--- src/rtl/traffic_pkg.sv ---
// Shared phase encoding, default phase durations and a small helper
// for the traffic controller.
package traffic_pkg;

  typedef logic [1:0] phase_t;

  localparam phase_t PH_GREEN  = 2'd0;
  localparam phase_t PH_YELLOW = 2'd1;
  localparam phase_t PH_ALLRED = 2'd2;
  localparam phase_t PH_WALK   = 2'd3;

  localparam int DEF_GREEN_CYC  = 8;
  localparam int DEF_YELLOW_CYC = 2;
  localparam int DEF_ALLRED_CYC = 1;
  localparam int DEF_WALK_CYC   = 4;

  function automatic int max2(input int a, input int b);
    return (a > b) ? a : b;
  endfunction

endpackage

--- src/rtl/traffic_argmax.sv ---
// Combinational argmax over packed per-road counts; ties resolve to the
// lowest road index.
module traffic_argmax #(
  parameter int N_ROADS = 4,
  parameter int CNT_W   = 16
) (
  input  logic [N_ROADS*CNT_W-1:0]   traffic,
  output logic [$clog2(N_ROADS)-1:0] idx
);

  localparam int ROAD_W = $clog2(N_ROADS);

  logic [CNT_W-1:0] best;

  // Linear scan; strict greater-than keeps the earliest of equal counts.
  always_comb begin
    idx  = '0;
    best = traffic[0 +: CNT_W];
    for (int i = 1; i < N_ROADS; i++) begin
      if (traffic[i*CNT_W +: CNT_W] > best) begin
        best = traffic[i*CNT_W +: CNT_W];
        idx  = ROAD_W'(i);
      end
    end
  end

endmodule

--- src/rtl/traffic_ctrl_n.sv ---
// N-road traffic light controller: round-robin GREEN/YELLOW/ALLRED cycle
// with emergency preemption toward the busiest road.
// Optional pedestrian WALK phase enabled by macro TRAFFIC_CTRL_N_PED_EN.
module traffic_ctrl_n
  import traffic_pkg::*;
#(
  parameter int N_ROADS    = 4,
  parameter int CNT_W      = 16,
  parameter int GREEN_CYC  = DEF_GREEN_CYC,
  parameter int YELLOW_CYC = DEF_YELLOW_CYC,
  parameter int ALLRED_CYC = DEF_ALLRED_CYC
`ifdef TRAFFIC_CTRL_N_PED_EN
  ,
  parameter int WALK_CYC   = DEF_WALK_CYC
`endif
) (
  input  logic                       clk,
  input  logic                       rst,
  input  logic                       emerg,
  input  logic [N_ROADS*CNT_W-1:0]   traffic,
  output logic [N_ROADS-1:0]         red,
  output logic [N_ROADS-1:0]         green,
  output logic [N_ROADS-1:0]         yellow,
  output logic [$clog2(N_ROADS)-1:0] active_road,
  output logic [1:0]                 phase,
  output logic [CNT_W-1:0]           out
`ifdef TRAFFIC_CTRL_N_PED_EN
  ,
  input  logic                       ped_req,
  output logic                       walk
`endif
);

  localparam int ROAD_W = $clog2(N_ROADS);
`ifdef TRAFFIC_CTRL_N_PED_EN
  localparam int WALK_D = WALK_CYC;
`else
  localparam int WALK_D = 1;
`endif
  localparam int MAX_CYC = max2(max2(GREEN_CYC, YELLOW_CYC), max2(ALLRED_CYC, WALK_D));
  localparam int TMR_W   = $clog2(MAX_CYC) + 1;

  localparam logic [TMR_W-1:0] G_LD = TMR_W'(GREEN_CYC - 1);
  localparam logic [TMR_W-1:0] Y_LD = TMR_W'(YELLOW_CYC - 1);
  localparam logic [TMR_W-1:0] A_LD = TMR_W'(ALLRED_CYC - 1);
`ifdef TRAFFIC_CTRL_N_PED_EN
  localparam logic [TMR_W-1:0] W_LD = TMR_W'(WALK_D - 1);
`endif

  phase_t            ph;
  logic [ROAD_W-1:0] road;
  logic [ROAD_W-1:0] amax;
  logic [ROAD_W-1:0] nxt_road;
  logic [TMR_W-1:0]  tmr;
`ifdef TRAFFIC_CTRL_N_PED_EN
  logic              ped_pend;
`endif

  traffic_argmax #(
    .N_ROADS (N_ROADS),
    .CNT_W   (CNT_W)
  ) u_argmax (
    .traffic (traffic),
    .idx     (amax)
  );

  // Road to serve after the all-red gap: busiest under emergency, else next in turn.
  always_comb begin
    if (emerg)
      nxt_road = amax;
    else if (road == ROAD_W'(N_ROADS - 1))
      nxt_road = '0;
    else
      nxt_road = road + 1'b1;
  end

  // Phase sequencer with per-phase down-counter; a phase ends when tmr reads 0.
  always_ff @(posedge clk or negedge rst) begin
    if (!rst) begin
      ph   <= PH_GREEN;
      road <= '0;
      tmr  <= G_LD;
`ifdef TRAFFIC_CTRL_N_PED_EN
      ped_pend <= 1'b0;
`endif
    end else begin
`ifdef TRAFFIC_CTRL_N_PED_EN
      if (ped_req) ped_pend <= 1'b1;
`endif
      case (ph)
        PH_GREEN: begin
          if (emerg && amax != road) begin
            ph  <= PH_YELLOW;
            tmr <= Y_LD;
          end else if (emerg) begin
            tmr <= G_LD;
          end else if (tmr == '0) begin
            ph  <= PH_YELLOW;
            tmr <= Y_LD;
          end else begin
            tmr <= tmr - 1'b1;
          end
        end
        PH_YELLOW: begin
          if (tmr == '0) begin
            ph  <= PH_ALLRED;
            tmr <= A_LD;
          end else begin
            tmr <= tmr - 1'b1;
          end
        end
        PH_ALLRED: begin
          if (tmr == '0) begin
`ifdef TRAFFIC_CTRL_N_PED_EN
            if (ped_pend && !emerg) begin
              ph       <= PH_WALK;
              tmr      <= W_LD;
              ped_pend <= 1'b0;
            end else begin
              ph   <= PH_GREEN;
              road <= nxt_road;
              tmr  <= G_LD;
            end
`else
            ph   <= PH_GREEN;
            road <= nxt_road;
            tmr  <= G_LD;
`endif
          end else begin
            tmr <= tmr - 1'b1;
          end
        end
`ifdef TRAFFIC_CTRL_N_PED_EN
        PH_WALK: begin
          if (tmr == '0) begin
            ph   <= PH_GREEN;
            road <= nxt_road;
            tmr  <= G_LD;
          end else begin
            tmr <= tmr - 1'b1;
          end
        end
`endif
        default: begin
          ph   <= PH_GREEN;
          road <= '0;
          tmr  <= G_LD;
        end
      endcase
    end
  end

  // Lamp decode: one lamp per road, only the active road ever leaves red.
  always_comb begin
    red    = '1;
    green  = '0;
    yellow = '0;
    if (ph == PH_GREEN) begin
      green[road] = 1'b1;
      red[road]   = 1'b0;
    end else if (ph == PH_YELLOW) begin
      yellow[road] = 1'b1;
      red[road]    = 1'b0;
    end
  end

  assign active_road = road;
  assign phase       = ph;
  assign out         = traffic[int'(road)*CNT_W +: CNT_W];
`ifdef TRAFFIC_CTRL_N_PED_EN
  assign walk        = (ph == PH_WALK);
`endif

endmodule

--- config.mk ---
export PLATFORM = sky130hd
export DESIGN_NAME = traffic_ctrl_n
export DESIGN_NICKNAME = d
export VERILOG_FILES = /design/src/rtl/traffic_pkg.sv /design/src/rtl/traffic_argmax.sv /design/src/rtl/traffic_ctrl_n.sv
export SDC_FILE = /design/constraint.sdc
export NUM_CORES = 1
export LEC_CHECK = 0
export CAP_MARGIN = 20
export CORE_MARGIN = 2
export CORE_UTILIZATION = 35
export DETAILED_ROUTE_END_ITERATION = 10
export HOLD_SLACK_MARGIN = 0.1
export MAX_ROUTING_LAYER = met4
export PLACE_DENSITY = 0.67
export SLEW_MARGIN = 0
export SYNTH_ARGS = -nofsm -noshare
export SYNTH_HDL_FRONTEND = slang
export SYNTH_SLANG_ARGS = --single-unit
--- constraint.sdc ---
create_clock -name clk -period 5.7 [get_ports clk]
set_input_delay 1.71 -clock clk [delete_from_list [all_inputs] [get_ports clk]]
set_output_delay 1.71 -clock clk [all_outputs]
set_load 0.01 [all_outputs]
==> impl_summary.md <==
Status
The flow ran to the end, but the final reports show violations. The checks that failed: negative setup slack.

Final layout
The final layout contains 559 nets. The most frequent standard cell in the layout excluding fill and tap cells is sky130_fd_sc_hd__clkdlybuf4s50_1. Counting the fill cells in the layout gives 503. The finished layout holds 535 standard cells, fillers aside. In the layout the commonest cells are sky130_fd_sc_hd__clkdlybuf4s50_1 (66), sky130_fd_sc_hd__buf_4 (54), sky130_fd_sc_hd__ha_4 (32), sky130_fd_sc_hd__inv_1 (24), sky130_fd_sc_hd__ha_1 (18). The synthesis-to-finish area growth is 89.03%. In the final layout, the share of cells above drive strength 1 is 47.38%. The diode insertion count for antenna repair is 0.

Yosys
The mapped cell area is 2520 sq um. The area share of xor/xnor cells in the synthesized design is 0.3476%. The post-synthesis cell type count is 47. By area, the combinational part of the netlist is dominated by multiplexers. The number of nets produced by synthesis is 405. After synthesis, the mean cell area works out to 8.811 sq um. The mux cell area share after synthesis is 27.41%. Counting flops with an async set or reset pin after synthesis yields a share of 100.0%. The leading register cell type out of synthesis is sky130_fd_sc_hd__dfrtp_1.

After synthesis the netlist holds a flip-flop and latch count of 8. The share of the synthesized area in compound gates (AO/OA/AOI/OAI) is 14.70%. Summing the areas of all and, or, nand and nor instances in the mapped netlist gives 15.39% of the synthesized area.

The synthesis warning total is 0. Summing the sequential cell areas from Yosys gives 8.093% of the chip area. The number of instances in the synthesized netlist is 286. The arithmetic-cell share of the synthesized area counting full adders, half adders and majority gates is 25.82%. The number of synthesized flops with an enable pin is 0.

Route
The pre-antenna-repair detailed-routing pass consisted of 5 iterations. The DRC violation total after the first TritonRoute iteration is 111. Dividing the detail-routed wire length by the instance count gives 17.17 um. For this run, design rule violations remaining after detail routing come to 0. For this block, the routed nets add up to 9.186 mm of wire. The via count is 2,860. The count of nets left with antenna violations once routing finished came out at 0. The average vias per placed instance is 5.346.

Die
The floorplan step defined a die boundary enclosing 7894 sq um. The floorplan step set the die width to 88.85 um. The die height is 88.85 um. Row generation in the floorplan step produced 30 rows.

99 I/O pins were placed. The floorplan step defined a core boundary enclosing 6869 sq um. For this configuration, the core starts out at a cell density of 36.68%.

Job
The count of max-cap constraint violations is 0.

STA
Setup violations remaining at the end of the flow were counted as 5. The count of final hold-check violations is 0. After layout, the worst path uses 114.3% of the clock period. The post-route setup TNS is -3.737 ns. The clock arrives with 0.002060 ns of skew. In this run the tightest slew margin relative to its limit is 37.82%.

The timing-limited maximum frequency is 0.1535 GHz. The shortest period the worst path allows is 6.516 ns. At the pin with the least slew margin, the transition time is 0.9327 ns. The max-slew violation total from the final report was 0. Setup repair after global routing could not meet its margin everywhere. The final worst slack is -0.8162 ns.

Global route
Entering global routing, the biggest net connects 25 pins. The number of global-route vias before repair is 2,967. Across every metal layer, demand over resource in global routing totals 23.18%. The initial antenna violation count came to 0. The total overflow left after global routing is 0. The first global-routing pass estimated 14.09 mm of wire.

CTS
The clock latency on the worst-skew pair is 0.23 ns. The root buffer cell chosen for the clock tree is sky130_fd_sc_hd__clkbuf_8. The CTS buffer count is 3.

After clock tree synthesis, the clock-pin slew on the worst setup and hold paths is 0.04 ns. The number of buffers inserted by hold repair at cts is 0. CTS built an H-tree with a depth of 1. The tree built by TritonCTS fans out to 8 sinks. The TritonCTS clock tree is done. In this run the deepest clock path goes through 2 buffers.

Place
Routability-driven placement finished with a final weighted congestion of 0.8716. In this run, placement finished with an instance count of 529. The wire-length estimate of the detail-placed layout is 6.882 mm. The count of buffers added on input and output ports is 98.

Power
In this run the static leakage power is 1.981 nW. The maximum VDD drop is 0.0001456 V. In this run the power density over the cells is 227.6 nW/um^2.

Setup path
The data arrival time at the worst-slack endpoint is 6.68 ns. STA classifies the critical path startpoint as an input port. The type of the worst setup path is input port to flip-flop. STA puts the critical path data required time at 5.87 ns. Of all nets on the critical path, the largest fanout is 8. STA classifies the critical path endpoint as a flip-flop.

Min path
The path type of the worst min-delay path is flip-flop to flip-flop.
cell usage after synthesis (all sizes together), types with 2 or more instances:
master | number | share of area (%)
nand4 | 12 | 3.0
mux2 | 16 | 7.1
nand3 | 10 | 2.0
nand2 | 10 | 1.5
buf | 6 | 2.0
nor4 | 3 | 0.99
dfrtp | 5 | 5.0
nor2b | 3 | 0.84
ha | 52 | 26
nor2 | 18 | 2.7
a21boi | 3 | 0.89
dfstp | 3 | 3.1
a211oi | 2 | 0.60
clkbuf | 4 | 0.60
o31ai | 3 | 0.89
nand2b | 6 | 1.5
o21ai | 11 | 2.2
inv | 37 | 5.5
mux2i | 15 | 6.0
a21o | 2 | 0.60
nor3 | 4 | 0.79
a22o | 2 | 0.70
o211ai | 4 | 1.4
a21oi | 26 | 5.6
mux4 | 16 | 14
final timing paths:
check,slack [ns],startpoint,endpoint,depth (start not counted)
worst min-delay path,0.54,tmr[3]$_DFF_PN0_,tmr[3]$_DFF_PN0_,2
worst max register to register,3.66,active_road[1]$_DFFE_PN0P_,phase[0]$_DFFE_PN0P_,4
min in group asynchronous,1.76,rst,phase[1]$_DFFE_PN0P_,1
max in group asynchronous,3.63,rst,tmr[2]$_DFF_PN1_,1
worst min register to register,0.54,tmr[3]$_DFF_PN0_,tmr[3]$_DFF_PN0_,2
worst max-delay path,-0.82,traffic[1],phase[0]$_DFFE_PN0P_,26
power breakdown:
part           switching [W]   total, W  internal [W]
Sequential         0.0000494   0.000134     0.0000851
Combinational       0.000378   0.000877      0.000498
Clock              0.0000241  0.0000727     0.0000486
cells by family after synthesis:
logic type / Yosys count
fa+ha+maj: 52
flops: 8
buf+inv: 48
mux: 47
simple gates: 72
compound gates: 58
xor+xnor: 1
timing repair:
item	CTS	global route
resized for setup	123	76
endpoints found under the setup margin	5	5
pin swaps	35	49
setup buffers	2	2
state kept, by name, summed over array words and instances, names as in the netlist:
name	flops
active_road	2
tmr	4
phase	2
routing by layer:
metal / wire length [um] / part of all wire [%] / GRT usage (%)
met5: 0 / 0 / -
met4: 76 / 0.83 / 2.066
met3: 372 / 4.0 / 2.052
met2: 4741 / 52 / 42.33
met1: 3995 / 43 / 28.70
stage by stage:
step	cell area, sq um	power, W	hold WS [ns]	utilization, %	setup WS (ns)
finish	4763	0.001084	0.5441	69.34	-0.8162
floorplan	2633	0.0005540	0.5052	-	-0.6321
detailed placement	4129	0.0008967	0.5343	60.11	-1.565
global placement	4129	0.0008830	0.5263	60.11	-1.416
CTS	4526	0.001024	0.5399	65.88	-0.7202
global route	4763	0.001162	0.5880	69.34	-1.065
critical path, stage by stage:
cell and delay, ns:
sky130_fd_sc_hd__buf_8 0.08, sky130_fd_sc_hd__clkinv_4 0.04, sky130_fd_sc_hd__ha_4 0.21, sky130_fd_sc_hd__nor2b_4 0.12, sky130_fd_sc_hd__o211ai_1 0.22, sky130_fd_sc_hd__a21oi_2 0.11, sky130_fd_sc_hd__o31ai_2 0.21, sky130_fd_sc_hd__a22o_1 0.22
sky130_fd_sc_hd__buf_6 0.16, sky130_fd_sc_hd__buf_12 0.14, sky130_fd_sc_hd__mux2i_4 0.29, sky130_fd_sc_hd__ha_4 0.17, sky130_fd_sc_hd__nand4_1 0.20, sky130_fd_sc_hd__a2111oi_4 0.35, sky130_fd_sc_hd__nor3_2 0.11, sky130_fd_sc_hd__a21oi_4 0.23
sky130_fd_sc_hd__buf_12 0.17, sky130_fd_sc_hd__mux2_4 0.32, sky130_fd_sc_hd__ha_4 0.27, sky130_fd_sc_hd__nand4_1 0.15, sky130_fd_sc_hd__nor2_2 0.17, sky130_fd_sc_hd__o31ai_1 0.09, sky130_fd_sc_hd__a22o_1 0.24, sky130_fd_sc_hd__and4b_1 0.24
sky130_fd_sc_hd__nor4_4 0.31, sky130_fd_sc_hd__o21a_1 0.17
cell type report:
cell class              count  area, sq um  share of cell area, %
repair buffers            159         1419                  29.79
inverters                  38        147.6                  3.100
well taps                  96        120.1                  2.522
multi-input cells         230         2828                  59.36
flip-flops and latches      8        203.9                  4.282
clock buffers               4        45.04                 0.9456
No activity file was read; power rests on OpenSTA's default activity.
